## src/rtl/alu_arbiter.sv

```systemverilog
// Two-port arbiter and two-stage pipeline in front of a shared external ALU.
// Define ARB_RR_EN for round-robin tie-breaking; otherwise port 0 wins ties.
module alu_arbiter (
    input  logic        clk,
    input  logic        rst_n,
    input  logic        stall,
    input  logic [1:0]  req_valid,
    output logic [1:0]  req_ready,
    input  logic [15:0] req_src1_0,
    input  logic [15:0] req_src1_1,
    input  logic [15:0] req_src2_0,
    input  logic [15:0] req_src2_1,
    input  logic [2:0]  req_op_0,
    input  logic [2:0]  req_op_1,
    output logic [15:0] alu_src1,
    output logic [15:0] alu_src2,
    output logic [2:0]  alu_op,
    input  logic [15:0] alu_result,
    input  logic [3:0]  alu_flags,
    output logic [1:0]  resp_valid,
    output logic [15:0] resp_result,
    output logic [3:0]  resp_flags,
    output logic        busy
);
    localparam int DATA_W = 16;
    localparam int OP_W   = 3;
    localparam int FLAG_W = 4;

    // Issue stage (p0) and result stage (p1) state
    logic              vld_p0_q, vld_p0_d;
    logic              port_p0_q, port_p0_d;
    logic [DATA_W-1:0] src1_p0_q, src2_p0_q;
    logic [OP_W-1:0]   op_p0_q;
    logic              vld_p1_q, vld_p1_d;
    logic              port_p1_q, port_p1_d;
    logic [DATA_W-1:0] result_p1_q, result_p1_d;
    logic [FLAG_W-1:0] flags_p1_q, flags_p1_d;
    logic              last_q, last_d;

    logic              gnt_port;
    logic              accept;

    // Grant: combinational from request valids, stall and the last-grant state
    always_comb begin
        req_ready = 2'b00;
        gnt_port  = 1'b0;
        if (rst_n && !stall) begin
            case (req_valid)
                2'b01: req_ready = 2'b01;
                2'b10: begin
                    req_ready = 2'b10;
                    gnt_port  = 1'b1;
                end
                2'b11: begin
`ifdef ARB_RR_EN
                    gnt_port  = ~last_q;
                    req_ready = last_q ? 2'b01 : 2'b10;
`else
                    req_ready = 2'b01;
`endif
                end
                default: req_ready = 2'b00;
            endcase
        end
    end

    assign accept = |(req_valid & req_ready);

    always_comb begin
        vld_p0_d    = vld_p0_q;
        port_p0_d   = port_p0_q;
        last_d      = last_q;
        vld_p1_d    = vld_p1_q;
        port_p1_d   = port_p1_q;
        result_p1_d = result_p1_q;
        flags_p1_d  = flags_p1_q;
        if (!stall) begin
            vld_p0_d = accept;
            if (accept) begin
                port_p0_d = gnt_port;
                last_d    = gnt_port;
            end
            vld_p1_d = vld_p0_q;
            // Result registers only move on a real operation so they hold across bubbles
            if (vld_p0_q) begin
                port_p1_d   = port_p0_q;
                result_p1_d = alu_result;
                flags_p1_d  = alu_flags;
            end
        end
    end

    always_ff @(posedge clk) begin
        if (!rst_n) begin
            vld_p0_q    <= 1'b0;
            port_p0_q   <= 1'b0;
            last_q      <= 1'b1;
            vld_p1_q    <= 1'b0;
            port_p1_q   <= 1'b0;
            result_p1_q <= '0;
            flags_p1_q  <= '0;
        end else begin
            vld_p0_q    <= vld_p0_d;
            port_p0_q   <= port_p0_d;
            last_q      <= last_d;
            vld_p1_q    <= vld_p1_d;
            port_p1_q   <= port_p1_d;
            result_p1_q <= result_p1_d;
            flags_p1_q  <= flags_p1_d;
        end
    end

    // Issue-stage operands: loaded only on accept, which already implies reset released and no stall
    always_ff @(posedge clk) begin
        if (accept) begin
            src1_p0_q <= gnt_port ? req_src1_1 : req_src1_0;
            src2_p0_q <= gnt_port ? req_src2_1 : req_src2_0;
            op_p0_q   <= gnt_port ? req_op_1   : req_op_0;
        end
    end

    assign alu_src1 = rst_n ? src1_p0_q : '0;
    assign alu_src2 = rst_n ? src2_p0_q : '0;
    assign alu_op   = rst_n ? op_p0_q   : '0;

    // Result stage outputs
    assign resp_valid[0] = rst_n && vld_p1_q && !port_p1_q && !stall;
    assign resp_valid[1] = rst_n && vld_p1_q &&  port_p1_q && !stall;
    assign resp_result   = result_p1_q;
    assign resp_flags    = flags_p1_q;
    assign busy          = rst_n && (vld_p0_q || vld_p1_q);

endmodule
```

## config.mk

```make
export PLATFORM = sky130hd
export DESIGN_NAME = alu_arbiter
export DESIGN_NICKNAME = d
export VERILOG_FILES = /design/src/rtl/alu_arbiter.sv
export SDC_FILE = /design/constraint.sdc
export NUM_CORES = 1
export LEC_CHECK = 0
export CAP_MARGIN = 10
export CORE_ASPECT_RATIO = 2
export CORE_UTILIZATION = 39
export DETAILED_ROUTE_END_ITERATION = 10
export GPL_TIMING_DRIVEN = 1
export HOLD_SLACK_MARGIN = 0.1
export PLACE_DENSITY = 0.88
export SYNTH_ARGS = -nofsm -noshare
export SYNTH_HDL_FRONTEND = slang
export SYNTH_SLANG_ARGS = --single-unit
export TNS_END_PERCENT = 5
```

## constraint.sdc

```tcl
create_clock -name clk -period 3.1 [get_ports clk]
set_clock_uncertainty 0.1 [all_clocks]
set_input_delay 0.93 -clock clk [delete_from_list [all_inputs] [get_ports clk]]
set_output_delay 0.93 -clock clk [all_outputs]
set_load 0.05 [all_outputs]
```

==> results of run 1 <==
## final timing paths
| path | start | to | slack [ps] | cells after the start |
|---|---|---|---|---|
| setup reg to reg | vld_p0_q | resp_result[2] | 1760 | 4 |
| setup / recovery | stall | req_ready[1] | 110 | 4 |
| hold / removal | resp_result[11] | resp_result[11] | 350 | 2 |
| hold reg to reg | resp_result[11] | resp_result[11] | 350 | 2 |
## repair_timing
item | CTS | global route
endpoints found under the setup margin | 2 | 5
resized for setup | 2 | 1
cloned | 0 | 0
## cells by family after synthesis
logic type | synth area share, %
flip-flops | 55.5
multiplexers | 18.2
AO/OA/AOI/OAI | 4.71
AND/OR/NAND/NOR | 16.9
buffers and inverters | 4.76
## routing by layer
layer	part of all wire (%)	GRT usage [%]	up-vias
met4	2.8	10.7	0
met1	31	20.5	1006
met5	0	0	-
met2	60	39.9	105
met3	6.8	7.89	15
li1	-	-	1095
## sequential cells by signal (all words and copies together) (netlist names)
signal,cells
port_p1_q,1
op_p0_q,3
resp_flags,4
src2_p0_q,16
src1_p0_q,16
port_p0_q,1
vld_p1_q,1
resp_result,16
vld_p0_q,1
## per-stage QoR
stage	setup slack, ps	hold WS, ps	area [um2]
after CTS	11.9	359	5100
after floorplan	88.9	332	2760
final	113	355	5110
after detailed placement	-19.7	351	4810
after global routing	64.1	379	5110
after global placement	6.31	341	4810
## worst max-delay path: stages
cell,delay (ps)
clkdlybuf4s50_1,470
nor2b_4,160
and3b_2,250
buf_12,140
## placed cells by master, fill, tap and decap left out, types with 3 or more instances in the layout
cell / count
a21oi_1: 23
and2_1: 30
and2_2: 6
buf_12: 43
buf_4: 7
clkbuf_1: 3
clkbuf_16: 10
clkdlybuf4s50_1: 113
dfxtp_1: 24
edfxtp_1: 35
mux2_2: 6
mux2_4: 29
nand2_1: 44
## power breakdown
| part | leakage [nW] | switching [mW] | total, mW | internal (mW) |
|---|---|---|---|---|
| registers | 0.520 | 0.0141 | 0.895 | 0.881 |
| logic | 1.29 | 0.254 | 0.553 | 0.300 |
| clock network | 0.145 | 0.324 | 0.956 | 0.632 |
## area by class of cell
type,count,area (um2)
Sequential cell,59,1530
Timing Repair Buffer,164,2060
Clock buffer,15,289
Tap cell,90,113
Fill cell,470,1780
Clock inverter,1,5.00
Multi-Input combinational cell,151,1100
Inverter,2,7.51
==> impl_metrics.env, run 1 <==
export IMPL_die_w_um=61.5
export IMPL_finalSetupViolations=0
export IMPL_hpwl_um=5790
export IMPL_core_area_um2=6890
export IMPL_fin_setup_tns_ps=0
export IMPL_syn_to_final_growth_pct=85.0
export IMPL_grt_max_degree=37
export IMPL_cts_tree="built"
export IMPL_fin_util_pct=74.2
export IMPL_async_flop_share_pct=0
export IMPL_synth_top_area_share_pct=38.1
export IMPL_grt_pass1_vias=2360
export IMPL_ioPinCount=155
export IMPL_ys_warn_count=0
export IMPL_yosys_area_top_type="edfxtp_1"
export IMPL_grt_use_total_pct=22.1
export IMPL_ys_seq_area_share_pct=55.5
export IMPL_portBuffers=154
export IMPL_grt_pass1_wl_um=11400
export IMPL_min_period_ps=2990
export IMPL_endpoint_kind="output pin"
export IMPL_status="completed"
export IMPL_p_total_mw=2.40
export IMPL_synthCells=227
export IMPL_cts_setup_buffers=0
export IMPL_worstPathRequired_ps=2070
export IMPL_ys_types=22
export IMPL_slew_headroom_pct=63.3
export IMPL_power_density_nw_per_um2=471
export IMPL_crit_type="in2out"
export IMPL_ir_worst_vdd_mv=0.414
export IMPL_cts_path_max_buffers=2
export IMPL_drtIter0Drc=62
export IMPL_synth_commonest_cells="44 x nand2_1, 35 x edfxtp_1, 30 x and2_1"
export IMPL_htreeDepth=3
export IMPL_critPathLaunchType="primary input"
export IMPL_rsz0062_at_grt="no"
export IMPL_maxSlewViolCount=0
export IMPL_fin_cells=482
export IMPL_first_pass_iters=4
export IMPL_crit_arrival_ps=1960
export IMPL_clkTransAtPathRegs_ps=50
export IMPL_syn_avg_cell_area_um2=12.2
export IMPL_num_vias=2221
export IMPL_antenna_found_initial=0
export IMPL_antennaDiodeCount=0
export IMPL_drv_cap=0
export IMPL_drcViolationCount=0
export IMPL_netlist_area_um2=2760
export IMPL_synth_nets=322
export IMPL_synth_area_leaders="edfxtp_1 38%, dfxtp_1 17%, mux2_4 16%"
export IMPL_ys_flop_type="edfxtp_1"
export IMPL_cts_buffers=9
export IMPL_worstMarginPinSlew_ps=549
export IMPL_worstHoldPathType="reg2reg"
export IMPL_wl_per_cell_um=15.5
export IMPL_wl_um=7480
export IMPL_cts_num_sinks=59
export IMPL_ys_ff_latch=59
export IMPL_finalHoldViolCount=0
export IMPL_dp_cells=466
export IMPL_gp_congestion=0.689
export IMPL_hold_buffers=0
export IMPL_drive_above_1_share_pct=27.8
export IMPL_period_share_pct=96.4
export IMPL_fin_nets=482
export IMPL_synth_most_common_cell="nand2_1"
export IMPL_die_h_um=121
export IMPL_root_buffer="clkbuf_16"
export IMPL_antenna_left=0
export IMPL_dieArea_um2=7440
export IMPL_leakage_nw=1.95
export IMPL_routed_via_density=4.61
export IMPL_grt_overflow=0
export IMPL_critPathMaxFanout=5
export IMPL_start_util_pct=40.1
export IMPL_rows=43
export IMPL_insertion_delay_ps=320
export IMPL_synth_edf_count=35
export IMPL_fmax_ghz=0.335
(Power assumes the default switching activity.)
==> inputs of run 2 (changes only) <==
Settings changed: ABC_AREA from default to 1, CORE_UTILIZATION 39 to 38.
==> impl_metrics.env, run 2 <==
export IMPL_status="completed"
export IMPL_antennaDiodeCount=0
export IMPL_slew_headroom_pct=56.8
export IMPL_gp_congestion=0.806
export IMPL_grt_overflow=0
export IMPL_drive_above_1_share_pct=14.0
export IMPL_power_density_nw_per_um2=475
export IMPL_syn_to_final_growth_pct=87.5
export IMPL_ys_seq_area_share_pct=57.5
export IMPL_ys_types=17
export IMPL_num_vias=2711
export IMPL_synth_edf_count=35
export IMPL_die_w_um=61.2
export IMPL_n_fill_cell=472
export IMPL_final_cell_mix="146 x nand2_1, 113 x clkdlybuf4s50_1, 44 x nor2_1"
export IMPL_grt_max_degree=58
export IMPL_fin_cells=588
export IMPL_rsz0062_at_grt="no"
export IMPL_endpoint_kind="output pin"
export IMPL_async_flop_share_pct=0
export IMPL_core_area_um2=6670
export IMPL_root_buffer="clkbuf_16"
export IMPL_drtIter0Drc=160
export IMPL_r2r_start="vld_p0_q"
export IMPL_fin_setup_tns_ps=0
export IMPL_hold_depth=2
export IMPL_fin_util_pct=74.8
export IMPL_synth_most_common_cell="nand2_1"
export IMPL_worst_path_max_delay_cell="clkdlybuf4s50_1"
export IMPL_crit_type="in2out"
export IMPL_critPathLaunchType="primary input"
export IMPL_fmax_ghz=0.333
export IMPL_syn_avg_cell_area_um2=7.83
export IMPL_drv_cap=0
export IMPL_ys_warn_count=0
export IMPL_ys_flop_type="edfxtp_1"
export IMPL_maxSlewViolCount=0
export IMPL_reg2reg_to="resp_flags[0]"
export IMPL_cpPeakStageDelay_ps=470
export IMPL_leakage_nw=2.30
export IMPL_synth_commonest_cells="146 x nand2_1, 44 x nor2_1, 42 x inv_1"
export IMPL_finalHoldViolCount=0
export IMPL_cts_setup_buffers=0
export IMPL_ys_ff_latch=59
export IMPL_worstPathCellList="clkdlybuf4s50_1 > nor2_4 > inv_1 > nor3_2 > buf_12"
export IMPL_ir_worst_vdd_mv=0.327
export IMPL_yosys_area_top_type="edfxtp_1"
export IMPL_crit_arrival_ps=1980
export IMPL_critPathMaxFanout=3
export IMPL_portBuffers=154
export IMPL_whs_endpoint="resp_result[2]"
export IMPL_ioPinCount=155
export IMPL_synthCells=340
export IMPL_cts_repair_resized=0
export IMPL_wl_per_cell_um=13.5
export IMPL_first_pass_iters=4
export IMPL_cts_path_max_buffers=2
export IMPL_fin_nets=590
export IMPL_synth_area_leaders="edfxtp_1 39%, nand2_1 21%, dfxtp_1 18%"
export IMPL_worstPathRequired_ps=2070
export IMPL_hold_buffers=0
export IMPL_hpwl_um=5860
export IMPL_finalSetupViolations=0
export IMPL_min_period_ps=3010
export IMPL_timing_critical_path_from="stall"
export IMPL_reg2reg_setup_slack_ps=1680
export IMPL_rows=42
export IMPL_cts_tree="built"
export IMPL_clkTransAtPathRegs_ps=50
export IMPL_dieArea_um2=7370
export IMPL_worstMarginPinSlew_ps=647
export IMPL_drcViolationCount=0
export IMPL_die_h_um=120
export IMPL_cts_num_sinks=59
export IMPL_wl_um=7920
export IMPL_insertion_delay_ps=320
export IMPL_htreeDepth=3
export IMPL_hold_start="resp_result[2]"
export IMPL_netlist_area_um2=2660
export IMPL_grt_pass1_vias=2740
export IMPL_routed_via_density=4.61
export IMPL_dp_cells=572
export IMPL_period_share_pct=97.0
export IMPL_reg2reg_depth=4
export IMPL_synth_top_area_share_pct=39.5
export IMPL_antenna_found_initial=0
export IMPL_synth_nets=435
export IMPL_grt_use_total_pct=23.5
export IMPL_final_common_cell="nand2_1"
export IMPL_antenna_left=0
export IMPL_cts_buffers=9
export IMPL_worstHoldPathType="reg2reg"
export IMPL_grt_pass1_wl_um=12400
export IMPL_start_util_pct=39.9
==> run 2: changes by cell type after synthesis, moves of 5 or more <==
cell      before  now
nor2_1         4   44
and2_2         6    0
buf_2          0    8
nand2_1       44  146
a21oi_1       23    3
mux2_2         6    0
clkbuf_1       9    4
inv_1          2   42
o21ai_0        0   22
and2_1        30    0
mux2_4        29    0
==> run 2: worst max-delay path by stage <==
stage / slack, ps / cells past startpoint / to
3_3_place_gp: 100 / 5 / resp_valid[0]
2_1_floorplan: 260 / 4 / resp_valid[1]
4_1_cts: 90 / 5 / resp_valid[0]
3_5_place_dp: 90 / 5 / resp_valid[0]
5_1_grt: 20 / 5 / resp_valid[0]
6_report: 90 / 5 / resp_valid[0]
==> run 2: final cells by class <==
| cell class | count | area, um2 | share of cell area, % |
|---|---|---|---|
| inverters | 45 | 170 | 3.41 |
| flip-flops and latches | 59 | 1530 | 30.7 |
| multi-input cells | 219 | 876 | 17.5 |
| clock buffers | 11 | 264 | 5.29 |
| repair buffers | 161 | 2010 | 40.4 |
| well taps | 88 | 110 | 2.21 |
| clock inverters | 5 | 25.0 | 0.501 |
==> run 2: power breakdown <==
part / leakage [nW] / internal (mW) / switching, mW / total, mW
registers: 0.518 / 0.881 / 0.0149 / 0.896
clock network: 0.150 / 0.602 / 0.335 / 0.937
logic: 1.63 / 0.266 / 0.271 / 0.537
==> run 2: stage by stage <==
stage	power, mW	worst slack, ps	hold slack [ps]	area (um2)
after floorplan	1.14	263	340	2670
after global placement	1.44	104	355	4700
after detailed placement	1.45	90.8	374	4700
after CTS	2.39	88.4	380	4990
after global routing	2.46	15.2	404	4990
final	2.37	92.6	382	4990
==> run 2: critical path: cells and delay by family <==
family / cells / cell delay [ps]
AND/OR/NAND/NOR: 2 / 340
buffers and inverters: 3 / 710
==> run 2: metal layers <==
| layer | up-vias | global-route usage, % | part of all wire [%] | wire (um) |
|---|---|---|---|---|
| li1 | 1339 | - | - | - |
| met1 | 1191 | 22.2 | 32 | 2540 |
| met2 | 143 | 40.6 | 56 | 4400 |
| met3 | 38 | 7.59 | 6.7 | 530 |
| met4 | 0 | 15.5 | 5.6 | 444 |
| met5 | - | 0 | 0 | 0 |
==> run 2: cells by family (layout without fill, tap and decap cells) <==
group,count (synthesis),count (layout),share of synthesized area (%)
buf+inv,62,222,9.77
simple gates,194,194,28.0
flops,59,59,57.5
compound gates,25,25,4.70
==> inputs of run 3 (changes only) <==
Settings changed: CORE_ASPECT_RATIO 2 to default.
==> impl_metrics.env, run 3 (same netlist as run 2, synthesis figures left out) <==
export IMPL_grt_max_degree=37
export IMPL_endpoint_kind="output pin"
export IMPL_cts_buffers=9
export IMPL_wl_um=7570
export IMPL_wl_met1_um=2770
export IMPL_crit_type="in2out"
export IMPL_fin_setup_tns_ps=0
export IMPL_drive_above_1_share_pct=13.4
export IMPL_cts_path_max_buffers=2
export IMPL_grt_pass1_wl_um=11800
export IMPL_core_area_um2=6790
export IMPL_worstHoldPathType="reg2reg"
export IMPL_start_util_pct=39.2
export IMPL_slew_headroom_pct=59.1
export IMPL_rsz0062_at_grt="no"
export IMPL_cts_repair_resized=0
export IMPL_grt_use_total_pct=21.2
export IMPL_drtIter0Drc=126
export IMPL_leakage_nw=2.24
export IMPL_cts_setup_buffers=0
export IMPL_cts_tree="built"
export IMPL_final_common_cell="nand2_1"
export IMPL_worstPathCellList="clkdlybuf4s50_1 > inv_1 > nor2_1 > nand2_4 > clkinv_2 > buf_12"
export IMPL_dieArea_um2=7350
export IMPL_clkTransAtPathRegs_ps=70
export IMPL_worstMarginPinSlew_ps=612
export IMPL_cpPeakStageDelay_ps=480
export IMPL_drv_cap=0
export IMPL_hold_buffers=0
export IMPL_antenna_found_initial=0
export IMPL_critPathMaxFanout=2
export IMPL_fmax_ghz=0.341
export IMPL_cts_num_sinks=59
export IMPL_antennaDiodeCount=0
export IMPL_fin_util_pct=71.6
export IMPL_worst_path_max_delay_cell="clkdlybuf4s50_1"
export IMPL_portBuffers=154
export IMPL_gp_congestion=0.777
export IMPL_grt_pass1_vias=2594
export IMPL_critical_path_top_delay_family="buffers and inverters"
export IMPL_ioPinCount=155
export IMPL_hpwl_um=5890
export IMPL_syn_to_final_growth_pct=82.8
export IMPL_die_w_um=85.7
export IMPL_status="completed"
export IMPL_htreeDepth=3
export IMPL_num_vias=2665
export IMPL_met2_length_um=4160
export IMPL_finalSetupViolations=0
export IMPL_crit_arrival_ps=1900
export IMPL_final_cell_mix="146 x nand2_1, 112 x clkdlybuf4s50_1, 44 x nor2_1"
export IMPL_fin_nets=590
export IMPL_crit_buf_inv=4
export IMPL_first_pass_iters=4
export IMPL_rows=30
export IMPL_ir_worst_vdd_mv=0.237
export IMPL_wl_per_cell_um=12.7
export IMPL_maxSlewViolCount=0
export IMPL_antenna_left=0
export IMPL_min_period_ps=2930
export IMPL_highest_layer="met4"
export IMPL_critPathLaunchType="primary input"
export IMPL_power_density_nw_per_um2=415
export IMPL_die_h_um=85.7
export IMPL_root_buffer="clkbuf_8"
export IMPL_insertion_delay_ps=320
export IMPL_finalHoldViolCount=0
export IMPL_period_share_pct=94.6
export IMPL_wl_met3_um=495
export IMPL_worstPathRequired_ps=2070
export IMPL_drcViolationCount=0
export IMPL_grt_overflow=0
export IMPL_routed_via_density=4.47
==> run 3: layout make-up <==
class                   instances  area [um2]
clock buffers                  13         149
inverters                      45         170
well taps                      96         120
repair buffers                161        2000
fillers                       531        1930
flip-flops and latches         59        1530
multi-input cells             219         876
clock inverters                 3        15.0
==> run 3: where the power goes <==
| group | switching, mW | internal [mW] | total [mW] | leakage (nW) |
|---|---|---|---|---|
| Combinational | 0.267 | 0.264 | 0.532 | 1.64 |
| Sequential | 0.0144 | 0.879 | 0.894 | 0.518 |
| Clock | 0.283 | 0.309 | 0.592 | 0.0872 |
==> run 3: layer usage <==
layer	GRT usage, %	up-vias
met2	40.0	126
met4	9.39	0
met3	5.58	14
li1	-	1339
met5	0	-
met1	21.9	1186
==> run 3: worst paths after layout <==
path | slack, ps | end | depth (start not counted) | start
worst max-delay path | 170 | req_ready[1] | 6 | req_valid[1]
worst min-delay path | 380 | port_p0_q | 2 | port_p0_q
worst max register to register | 1800 | resp_flags[1] | 4 | vld_p0_q
worst min register to register | 380 | port_p0_q | 2 | port_p0_q
==> run 3: worst reg2reg max path, stage by stage, from the launching register on <==
cell and delay (ps):
dfxtp_1 360, nand2_1 80, inv_1 460, nor2_1 120, nor2_1 120
==> run 3: metrics by stage <==
step	setup WS (ps)	hold slack [ps]	instance area, um2	total power [mW]	instances
2_1_floorplan	263	340	2670	1.14	340
6_report	166	380	4870	2.02	596
5_1_grt	142	394	4870	2.11	596
3_5_place_dp	20.4	371	4700	1.45	580
4_1_cts	12.3	381	4860	2.03	596
3_3_place_gp	61.0	361	4700	1.43	580
